===== src/rtl/boot_loader.sv =====
// Boot loader: receives a little-endian byte stream (4-byte word count, then words)
// and writes the packed 32-bit words into shared memory before enabling the CPU.
module boot_loader #(
  parameter int unsigned ADDR_W    = 12,
  parameter int unsigned BASE_ADDR = 0,
  parameter int unsigned MAX_WORDS = 1000
) (
  input  logic              clk,
  input  logic              rst,
  input  logic [7:0]        in_data,
  input  logic              in_valid,
  output logic              in_ready,
  output logic [ADDR_W-1:0] address_bus,
  output logic [31:0]       data_w,
  output logic              mem_wen,
  input  logic              mem_rdy,
  output logic              enable,
  output logic              done,
  output logic              error,
  output logic [ADDR_W-1:0] words_loaded
);

  typedef enum logic [2:0] {S_LEN, S_DATA, S_WRITE, S_DONE, S_ERR} state_t;

  state_t      state;
  logic [1:0]  byte_idx;
  logic [23:0] byte_buf;
  logic [31:0] len_q;

  logic        accept_c;
  logic [31:0] word_c;
  logic [31:0] next_cnt_c;

  // The first three bytes of a group sit in byte_buf; the fourth completes the word.
  assign accept_c   = in_valid && in_ready;
  assign word_c     = {in_data, byte_buf};
  assign next_cnt_c = 32'(words_loaded) + 32'd1;

  always_ff @(posedge clk or posedge rst) begin
    if (rst) begin
      state        <= S_LEN;
      byte_idx     <= 2'd0;
      byte_buf     <= 24'd0;
      len_q        <= 32'd0;
      in_ready     <= 1'b0;
      address_bus  <= '0;
      data_w       <= 32'd0;
      mem_wen      <= 1'b0;
      enable       <= 1'b0;
      done         <= 1'b0;
      error        <= 1'b0;
      words_loaded <= '0;
    end else begin
      if (accept_c) begin
        byte_buf <= {in_data, byte_buf[23:8]};
        byte_idx <= byte_idx + 2'd1;
      end

      case (state)
        S_LEN: begin
          in_ready <= 1'b1;
          if (accept_c && byte_idx == 2'd3) begin
            len_q <= word_c;
            if (word_c == 32'd0) begin
              state    <= S_DONE;
              in_ready <= 1'b0;
              done     <= 1'b1;
              enable   <= 1'b1;
            end else if (word_c > 32'(MAX_WORDS)) begin
              state    <= S_ERR;
              in_ready <= 1'b0;
              error    <= 1'b1;
            end else begin
              state <= S_DATA;
            end
          end
        end

        S_DATA: begin
          in_ready <= 1'b1;
          if (accept_c && byte_idx == 2'd3) begin
            state       <= S_WRITE;
            in_ready    <= 1'b0;
            mem_wen     <= 1'b1;
            address_bus <= ADDR_W'(BASE_ADDR) + words_loaded;
            data_w      <= word_c;
          end
        end

        // Request stays stable until memory accepts; address/data then keep their values.
        S_WRITE: begin
          in_ready <= 1'b0;
          if (mem_wen && mem_rdy) begin
            mem_wen      <= 1'b0;
            words_loaded <= words_loaded + ADDR_W'(1);
            if (next_cnt_c < len_q) begin
              state    <= S_DATA;
              in_ready <= 1'b1;
            end else begin
              state  <= S_DONE;
              done   <= 1'b1;
              enable <= 1'b1;
            end
          end
        end

        S_DONE: begin
          in_ready <= 1'b0;
          done     <= 1'b1;
          enable   <= 1'b1;
        end

        S_ERR: begin
          in_ready <= 1'b0;
          error    <= 1'b1;
          enable   <= 1'b0;
        end

        default: begin
          state    <= S_ERR;
          in_ready <= 1'b0;
        end
      endcase
    end
  end

endmodule


===== config.mk =====
export PLATFORM = sky130hd
export DESIGN_NAME = boot_loader
export DESIGN_NICKNAME = d
export VERILOG_FILES = /design/src/rtl/boot_loader.sv
export SDC_FILE = /design/constraint.sdc
export NUM_CORES = 1
export LEC_CHECK = 0
export BUFFER_PORTS_ARGS = -buffer_cell sky130_fd_sc_hd__buf_2
export CAP_MARGIN = 20
export CORE_MARGIN = 4
export CORE_UTILIZATION = 50
export DETAILED_ROUTE_END_ITERATION = 8
export GPL_ROUTABILITY_DRIVEN = 0
export PLACE_DENSITY = 0.71
export REMOVE_ABC_BUFFERS = 1
export SKIP_CTS_REPAIR_TIMING = 1
export SLEW_MARGIN = 30
export SYNTH_ARGS = -nofsm -noshare
export SYNTH_HDL_FRONTEND = slang
export SYNTH_SLANG_ARGS = --single-unit
export TNS_END_PERCENT = 20

===== constraint.sdc =====
create_clock -name clk -period 8.2 [get_ports clk]
set_clock_uncertainty 0.1 [all_clocks]
set_input_delay 1.64 -clock clk [delete_from_list [all_inputs] [get_ports clk]]
set_output_delay 1.64 -clock clk [all_outputs]
set_load 0.02 [all_outputs]

==> run metrics, run 1 <==
first-pass GRT wire length 17.3 mm; worst reg2reg setup slack 5.07 ns; Max clock buf depth 2; n_diodes 0; pre-CTS setup slack roughly 4.8 ns; Die Width 111 um; CTS Buf Count 17; post-synthesis simple-gate area fraction slightly below 9%; pwr dens 214 nW/um^2; Mapped Avg Cell Area 13.1 um^2; Routed wire per std cell 16.2 um; post-DP HPWL 6.87 mm; Synth Instances 405; Max Fclk 0.319 GHz; # DRC 0; largest family of logic cells by synthesized area multiplexers; CTS Sinks 122; reg-to-reg critical path startpoint words_loaded[0]; relative slew slack 52.8%; total gr overflow 0; fill cell count roughly 810; number of cells after detailed placement 602; Async S/R FF share, synth 100%; CP arrival 3.47 ns; area of placed instances just under 6000 um^2; Setup Crit Path Kind reg -> reg; Final Hold Fails 0; Worst Path Required 8.53 ns; largest net degree at the start of global routing 75; Hold Slack 0.354 ns; vias per cell 5.34; Post-Route Setup TNS 0 ns; Worst-Margin Slew 0.705 ns; initial core utilization 51.3%; CP Launch Type flop; post-route ant nets 0; CTS tree done; Synth Area in Compound Gates 5.01%; CORE AREA between 10,000 and 15,000 um^2; FF-to-FF path depth 12; Synth Area in XOR/XNOR 3.64%; Die ar. roughly 12,000 um^2; Syn Std Cell Area about 5300 um^2; #FFs+latches synth 122; num rows 37; RSZ-0062 raised after global routing no; multiplexer share of the synthesized area about a fifth; register area share after synthesis 57.7%; via count 3,388; worst r2r dst in_ready; Primary FF master, synth dfrtp_1; number of global-route vias before repair 3,565; Post-synth EDFFs 0; Post-Synth Adder-Cell Area roughly 3.3%; All-Layer GR Usage 17.4%; Critical Path Sink in_ready; Die H between 100 and 150 um; Pleak 3.40 nW; Setup WS post-layout 5.07 ns; initial antenna violation count 0; Tot Pwr 1.36 mW; fin cells 634; I/O pin count 73; area grow syn2layout 20.5%; post-synthesis cell type count 40; clock-pin slew on the worst setup and hold paths 0.06 ns; minimum clock period 3.13 ns; drt first pass iters 4; Syn. warnings 0; max cap viols 0; Root Driver clkbuf_8; Final Cell Area 6380 um^2; final period utilization a little under two fifths; Peak VDD IR 150 uV; Port Buf Inserts 72; # nets final 511; Setup crit start words_loaded[0]; H-tree lvl count 4; initial drt markers 115; Total Wirelength 10.3 mm; worst skew pair latency slightly above 0.5 ns; Crit. End Element flop; share of cells above drive strength 1 41.8%; status finished, final reports clean; Crit Path Max Fanout 7; Final Max Slew Viols 0; Final Core Density between 60 and 70%; Finish-stage setup viols 0; worst hold path class reg -> reg
==> placed cells by master, fill, tap and decap left out, types with 2 or more instances in the layout <==
cell,netlist,final
dfrtp_1,122,122
mux2_2,89,89
buf_2,7,72
nand2_1,28,26
o21ai_0,20,20
clkbuf_16,0,16
nor4_1,15,15
inv_1,16,15
ha_1,14,14
nor2_1,12,12
xnor2_1,12,12
xor2_1,10,10
nand3_1,7,7
a21oi_1,6,6
and3_1,6,6
nand4_1,5,5
a211oi_1,3,3
clkinvlp_4,0,3
inv_6,0,3
bufinv_16,0,3
clkinv_2,0,3
or2_2,2,2
nand2_2,1,2
nor3_1,2,2
a31oi_1,2,2
a21o_1,2,2
clkinv_4,0,2
==> cells by family after synthesis <==
family          Yosys count
flops                   122
mux                      90
simple gates             85
compound gates           43
buf+inv                  29
xor+xnor                 22
fa+ha+maj                14
==> report_power, final <==
group / internal [mW] / leakage [nW] / switching (mW)
logic: 0.00517 / 1.51 / 0.0154
registers: 0.605 / 1.62 / 0.00323
clock network: 0.464 / 0.282 / 0.271
total: 1.07 / 3.40 / 0.289
==> worst max-delay path, stage by stage, from the launching register on <==
cell and delay (ns):
dfrtp_1 0.46, ha_1 0.24, nand3_1 0.16, nor2_1 0.24, and3_1 0.25, and3_1 0.23, xor2_1 0.19, ha_1 0.25
nand3_1 0.09, o21bai_1 0.09, or2_2 0.29, o21ai_0 0.30, o2bb2ai_1 0.17
==> state kept, by name, summed over array words and instances, names as in the netlist, 2 cells and up <==
name          cells
address_bus      12
state             3
len_q            32
words_loaded     12
data_w           32
byte_buf         24
byte_idx          2
==> area by class of cell <==
type	count	area [um^2]	area share [%]
Tap cell	136	170	2.67
Multi-Input combinational cell	254	2120	33.3
Timing Repair Buffer	74	379	5.95
Inverter	16	62.6	0.981
Clock inverter	14	171	2.69
Clock buffer	18	418	6.55
Sequential cell	122	3050	47.9
==> routing by layer <==
| layer | up-vias | global-route usage, % | wire length (um) |
|---|---|---|---|
| li1 | 1607 | - | - |
| met5 | - | 0 | 0 |
| met4 | 0 | 7.31 | 149 |
| met1 | 1686 | 21.1 | 4470 |
| met2 | 80 | 29.2 | 5180 |
| met3 | 15 | 4.97 | 486 |
==> cells in the mapped netlist (all sizes together), types with 2 or more instances <==
master / number / area, um^2
a31oi: 2 / 12.5
dfrtp: 122 / 3050
nand4: 5 / 31.3
and3: 6 / 37.5
a21oi: 6 / 30.0
a211oi: 3 / 22.5
o21ai: 21 / 109
nand2: 29 / 111
a21o: 2 / 15.0
or2: 2 / 12.5
buf: 9 / 57.6
nand3: 8 / 52.6
mux2: 90 / 1010
inv: 16 / 60.1
nor3: 4 / 30.0
clkbuf: 4 / 15.0
xnor2: 12 / 105
nor2: 12 / 45.0
ha: 14 / 175
nor4: 16 / 115
xor2: 10 / 87.6
==> how the worst min path moves through the flow <==
stage | depth (start not counted) | slack, ns | startpoint | to
detailed placement | 1 | 0.34 | error | error
floorplan | 1 | 0.35 | state[2] | state[0]
finish | 1 | 0.35 | error | error
global placement | 1 | 0.34 | error | error
CTS | 1 | 0.36 | error | error
global route | 1 | 0.38 | error | error
Power figures use the tool's default switching activity.
==> run 2, diff against run 1 <==
- clock period: 8.2 -> 3.11 ns (I/O delays scaled with it)
==> run 2 against run 1 <==
  * Non-clock buffer count rose by 6
  * Register-to-register slack got worse by 4.8 ns
  * Die area did not move
  * Total power rose to 2.6 times the previous value
  * Critical endpoint unchanged
==> run metrics, run 2 (synthesis gave the netlist of run 1 again) <==
status finished, final reports clean (unchanged); area grow syn2layout 21.7% (was 20.5%); num rows 37 (unchanged); Total Wirelength 10.4 mm (was 10.3 mm); vias per cell 5.37 (was 5.34); Largest stage delay, worst path 0.43 ns (was 0.46 ns); CP cell instances and3_1 > nand3_1 > nor2_2 > and3_2 > nand3_1 > xnor2_1 > ha_1 > a21oi_1 > nor2b_1 > or2_2 > o21ai_1 > o2bb2ai_1 (was ha_1 > nand3_1 > nor2_1 > and3_1 > and3_1 > xor2_1 > ha_1 > nand3_1 > o21bai_1 > or2_2 > o21ai_0 > o2bb2ai_1); Hold Slack 0.170 ns (was 0.354 ns); post-DP HPWL 7.00 mm (was 6.87 mm); RSZ-0062 raised after global routing no (unchanged); Setup Crit Path Kind reg -> reg (unchanged); CTS Sinks 122 (unchanged); number of global-route vias before repair 3,530 (was 3,565); initial drt markers 113 (was 115); Pleak 3.41 nW (was 3.40 nW); I/O pin count 73 (unchanged); Crit-path slowest cell dfrtp_2 (was dfrtp_1); Worst-Margin Slew 0.706 ns (was 0.705 ns); Final Cell Area 6440 um^2 (was 6380 um^2); initial core utilization 51.3% (unchanged); Die Width 111 um (unchanged); WL met1 4.48 mm (was 4.47 mm); Peak VDD IR 425 uV (was 150 uV); routed wl met2 5.29 mm (was 5.18 mm); largest net degree at the start of global routing 123 (was 75); Max Fclk 0.347 GHz (was 0.319 GHz); most frequent cells in the layout dfrtp_1, mux2_2, buf_2 (unchanged); most common cell after layout, fill and taps aside dfrtp_1 (unchanged); Crit. End Element flop (unchanged); Post-Route Setup TNS 0 ns (unchanged); clock-pin slew on the worst setup and hold paths 0.06 ns (about the same); first-pass GRT wire length 17.7 mm (was 17.3 mm); Setup crit start words_loaded[0] (unchanged); reg-to-reg critical path startpoint words_loaded[0] (unchanged); Final Core Density 62.4% (was 61.8%); All-Layer GR Usage 17.9% (was 17.4%); n_diodes 0 (unchanged); most used cell, CP nand3_1; max layer used met4 (unchanged); worst hold path class in -> async (was reg -> reg); Finish-stage setup viols 0 (unchanged); share of cells above drive strength 1 43.8% (was 41.8%); CTS tree done (unchanged); Top Registers data_w x32, len_q x32, byte_buf x24 (unchanged); CORE AREA 10,300 um^2 (unchanged); Die ar. 12,300 um^2 (unchanged); H-tree lvl count 4 (unchanged); Die H 111 um (unchanged); relative slew slack 52.6% (was 52.8%); Root Driver clkbuf_8 (unchanged); Final Hold Fails 0 (unchanged); via count 3,439 (was 3,388); # DRC 0 (unchanged); minimum clock period 2.88 ns (was 3.13 ns); final period utilization 92.6% (was 38.2%); WL met3 465 um (was 486 um); post-route ant nets 0 (unchanged); drt first pass iters 4 (unchanged); CP Launch Type flop (unchanged); CTS Buf Count 17 (unchanged); pwr dens 550 nW/um^2 (was 214 nW/um^2); initial antenna violation count 0 (unchanged); Port Buf Inserts 72 (unchanged); total gr overflow 0 (unchanged); Crit Path Max Fanout 7 (unchanged); area of placed instances 5830 um^2 (was 5780 um^2); # nets final 517 (was 511); Worst Path Required 3.45 ns (was 8.53 ns); Max clock buf depth 2 (unchanged); Tot Pwr 3.54 mW (was 1.36 mW); max cap viols 0 (unchanged); worst skew pair latency 0.52 ns (was 0.51 ns); Routed wire per std cell 16.3 um (was 16.2 um); Final Max Slew Viols 0 (unchanged); CP arrival 3.22 ns (was 3.47 ns)
run 2: changes by cell type in the layout (fill, tap and decap cells not counted), moves of 2 or more:
cell / change
clkinvlp_4: +2
buf_12: +2
nor2_2: +2
buf_4: +5
nor2_1: -2
run 2: path summary, 6_finish.rpt:
path                              endpoint  depth (start not counted)  slack (ns)
setup / recovery                  in_ready                         12        0.23
hold / removal                  data_w[26]                          3        0.17
setup reg to reg                  in_ready                         12        0.23
hold reg to reg                      error                          1        0.36
max in group asynchronous  words_loaded[0]                          3        2.28
min in group clk              byte_buf[21]                          2        0.29
run 2: layer usage:
layer | vias up | GRT usage [%]
li1 | 1615 | -
met1 | 1719 | 22.8
met2 | 85 | 29.5
met3 | 20 | 4.80
met4 | 0 | 6.49
met5 | - | 0
run 2: area by class of cell:
| cell class | instances | area (um^2) |
|---|---|---|
| Clock buffer | 18 | 428 |
| Fill cell | 794 | 3880 |
| Tap cell | 136 | 170 |
| Clock inverter | 14 | 148 |
| Sequential cell | 122 | 3050 |
| Timing Repair Buffer | 80 | 445 |
| Multi-Input combinational cell | 254 | 2130 |
| Inverter | 16 | 62.6 |
run 2: power by group:
part / internal [mW] / total (mW) / switching [mW]
combinational: 0.0150 / 0.0552 / 0.0402
sequential: 1.59 / 1.60 / 0.00802
clock: 1.16 / 1.88 / 0.721
total: 2.77 / 3.54 / 0.769
run 2: critical path, delay by kind of cell (launching register included):
family	cells	cell delay, ns
compound gates	3	0.54
simple gates	7	1.29
flops	1	0.43
xor+xnor	1	0.15
fa+ha+maj	1	0.31
run 2: stage by stage:
step                cells  setup slack [ns]
finish                640             0.231
global route          640            0.0281
global placement      606             0.248
floorplan             392            -0.855
CTS                   638            0.0405
detailed placement    606            0.0842
==> run 3, diff against run 2 <==
- CORE_UTILIZATION: 50 -> 45
- CTS_CLUSTER_DIAMETER: unset -> 200
- PLACE_DENSITY: 0.71 -> unset
- REMOVE_ABC_BUFFERS: 1 -> unset
==> run 3 against run 2 <==
  * Worst hold slack gained 0.080 ns
  * Via count grew 0.38%
  * First-iteration DRC count grew 93%
  * Sequential share of layout area shrank 0.69 points
  * Final cell count grew 1.3%
  * Routed wire length grew 4.9%
  * Combinational power grew 8.9%
  * Count of clock-buffer cells in the layout grew 6
  * Fmax shrank 1.3%
  * Critical path type unchanged
  * Largest power group unchanged
==> run metrics, run 3 (synthesis gave the netlist of run 1 again) <==
worst reg2reg setup slack 0.19 ns (was 0.23 ns); worst hold path class in -> async (unchanged); Total Wirelength 10.9 mm (was 10.4 mm); initial antenna violation count 0 (unchanged); max cap viols 0 (unchanged); Hold Slack 0.250 ns (was 0.170 ns); pwr dens 587 nW/um^2 (was 550 nW/um^2); # DRC 0 (unchanged); worst skew pair latency 0.41 ns (was 0.52 ns); Die ar. 13,600 um^2 (was 12,300 um^2); relative slew slack 48.9% (was 52.6%); Setup Crit Path Kind reg -> reg (unchanged); total gr overflow 0 (unchanged); Post-Route Setup TNS 0 ns (unchanged); multi-input logic area 2120 um^2 (was 2130 um^2); Final Core Density 57.0% (was 62.4%); area of placed instances 5870 um^2 (was 5830 um^2); post-synth net total 431; n_diodes 0 (unchanged); clock-pin slew on the worst setup and hold paths 0.05 ns (was 0.06 ns); CTS Sinks 122 (unchanged); number of cells after detailed placement 617 (was 606); Worst-Margin Slew 0.765 ns (was 0.706 ns); pre-CTS setup slack 0.0964 ns (was 0.0842 ns); RSZ-0062 raised after global routing no (unchanged); Pleak 3.48 nW (was 3.41 nW); initial drt markers 218 (was 113); Top Registers data_w x32, len_q x32, byte_buf x24 (unchanged); Crit. End Element flop (unchanged); Max Fclk 0.343 GHz (was 0.347 GHz); worst r2r dst state[1] (was in_ready); number of global-route vias before repair 3,622 (was 3,530); I/O pin count 73 (unchanged); via count 3,452 (was 3,439); CP Launch Type flop (unchanged); CP arrival 3.12 ns (was 3.22 ns); H-tree lvl count 4 (unchanged); CTS Buf Count 17 (unchanged); final period utilization 93.8% (was 92.6%); Finish-stage setup viols 0 (unchanged); # nets final 519 (was 517); first-pass GRT wire length 18.3 mm (was 17.7 mm); largest net degree at the start of global routing 45 (was 123); initial core utilization 46.1% (was 51.3%); post-DP HPWL 7.81 mm (was 7.00 mm); Root Driver clkbuf_16 (was clkbuf_8); fill cell count 964 (was 794); Max clock buf depth 2 (unchanged); drt first pass iters 4 (unchanged); minimum clock period 2.92 ns (was 2.88 ns); Port Buf Inserts 72 (unchanged); All-Layer GR Usage 17.8% (was 17.9%); register area 3050 um^2 (unchanged); CTS tree done (unchanged); num rows 39 (was 37); post-route ant nets 0 (unchanged); fin cells 648 (was 640); Setup WS post-layout 0.192 ns (was 0.231 ns); most common cell after layout, fill and taps aside dfrtp_1 (unchanged); Tot Pwr 3.84 mW (was 3.54 mW); Die Width 116 um (was 111 um); most frequent cells in the layout dfrtp_1, mux2_2, buf_2 (unchanged); Final Max Slew Viols 0 (unchanged); Routed wire per std cell 16.8 um (was 16.3 um); vias per cell 5.33 (was 5.37); Crit Path Max Fanout 6 (was 7); Peak VDD IR 613 uV (was 425 uV); reg-to-reg critical path startpoint words_loaded[1] (was words_loaded[0]); Worst Path Required 3.32 ns (was 3.45 ns); FF-to-FF path depth 11 (was 12); Die H 116 um (was 111 um); status finished, final reports clean (unchanged); share of cells above drive strength 1 42.6% (was 43.8%); Final Hold Fails 0 (unchanged); area grow syn2layout 23.5% (was 21.7%); Final Cell Area 6540 um^2 (was 6440 um^2); CORE AREA 11,500 um^2 (was 10,300 um^2)
==> run 3: cell types whose count changed in the layout (fill, tap and decap cells not counted), moves of 2 or more <==
cell | before | now
buf_4 | 6 | 8
bufinv_16 | 2 | 5
clkbuf_1 | 0 | 2
clkbuf_8 | 2 | 5
clkinv_4 | 2 | 0
clkinvlp_4 | 5 | 1
inv_6 | 2 | 0
==> run 3: worst max path at each step <==
stage / slack (ns) / endpoint / start / cells past startpoint
3_3_place_gp: 0.28 / enable / words_loaded[1] / 12
6_report: 0.19 / state[1] / words_loaded[1] / 11
4_1_cts: 0.08 / enable / words_loaded[1] / 12
3_5_place_dp: 0.1 / enable / words_loaded[1] / 12
2_1_floorplan: 0.26 / enable / words_loaded[0] / 12
5_1_grt: 0.002 / done / words_loaded[1] / 12
==> run 3: cell type report <==
cell class | instances | area share, %
clock buffer | 24 | 7.68
clock inverter | 7 | 2.45
inverter | 16 | 0.976
multi-input combinational | 254 | 32.4
sequential | 122 | 46.7
tap | 143 | 2.74
timing repair buffer | 82 | 7.04
==> run 3: worst max-delay path: stages (launching register included) <==
cell      delay [ns]
dfrtp_2         0.43
ha_1            0.23
nand3_1         0.17
nor2_2          0.07
and3_1          0.21
and3_1          0.22
and3_1          0.20
ha_1            0.29
nand3_1         0.10
a211oi_1        0.40
nor4_1          0.13
o32ai_1         0.28
==> run 3: per-layer routing <==
layer / wire length, um / track usage (%) / vias up
met5: 0 / 0 / -
met4: 142 / 6.03 / 0
met3: 522 / 5.39 / 11
met2: 5200 / 27.7 / 70
met1: 5050 / 24.0 / 1751
li1: - / - / 1620
==> run 3: where the power goes <==
part	switching [mW]	total [mW]	internal [mW]
clock	0.653	2.17	1.52
sequential	0.00871	1.60	1.60
combinational	0.0427	0.0601	0.0174
total	0.704	3.84	3.13
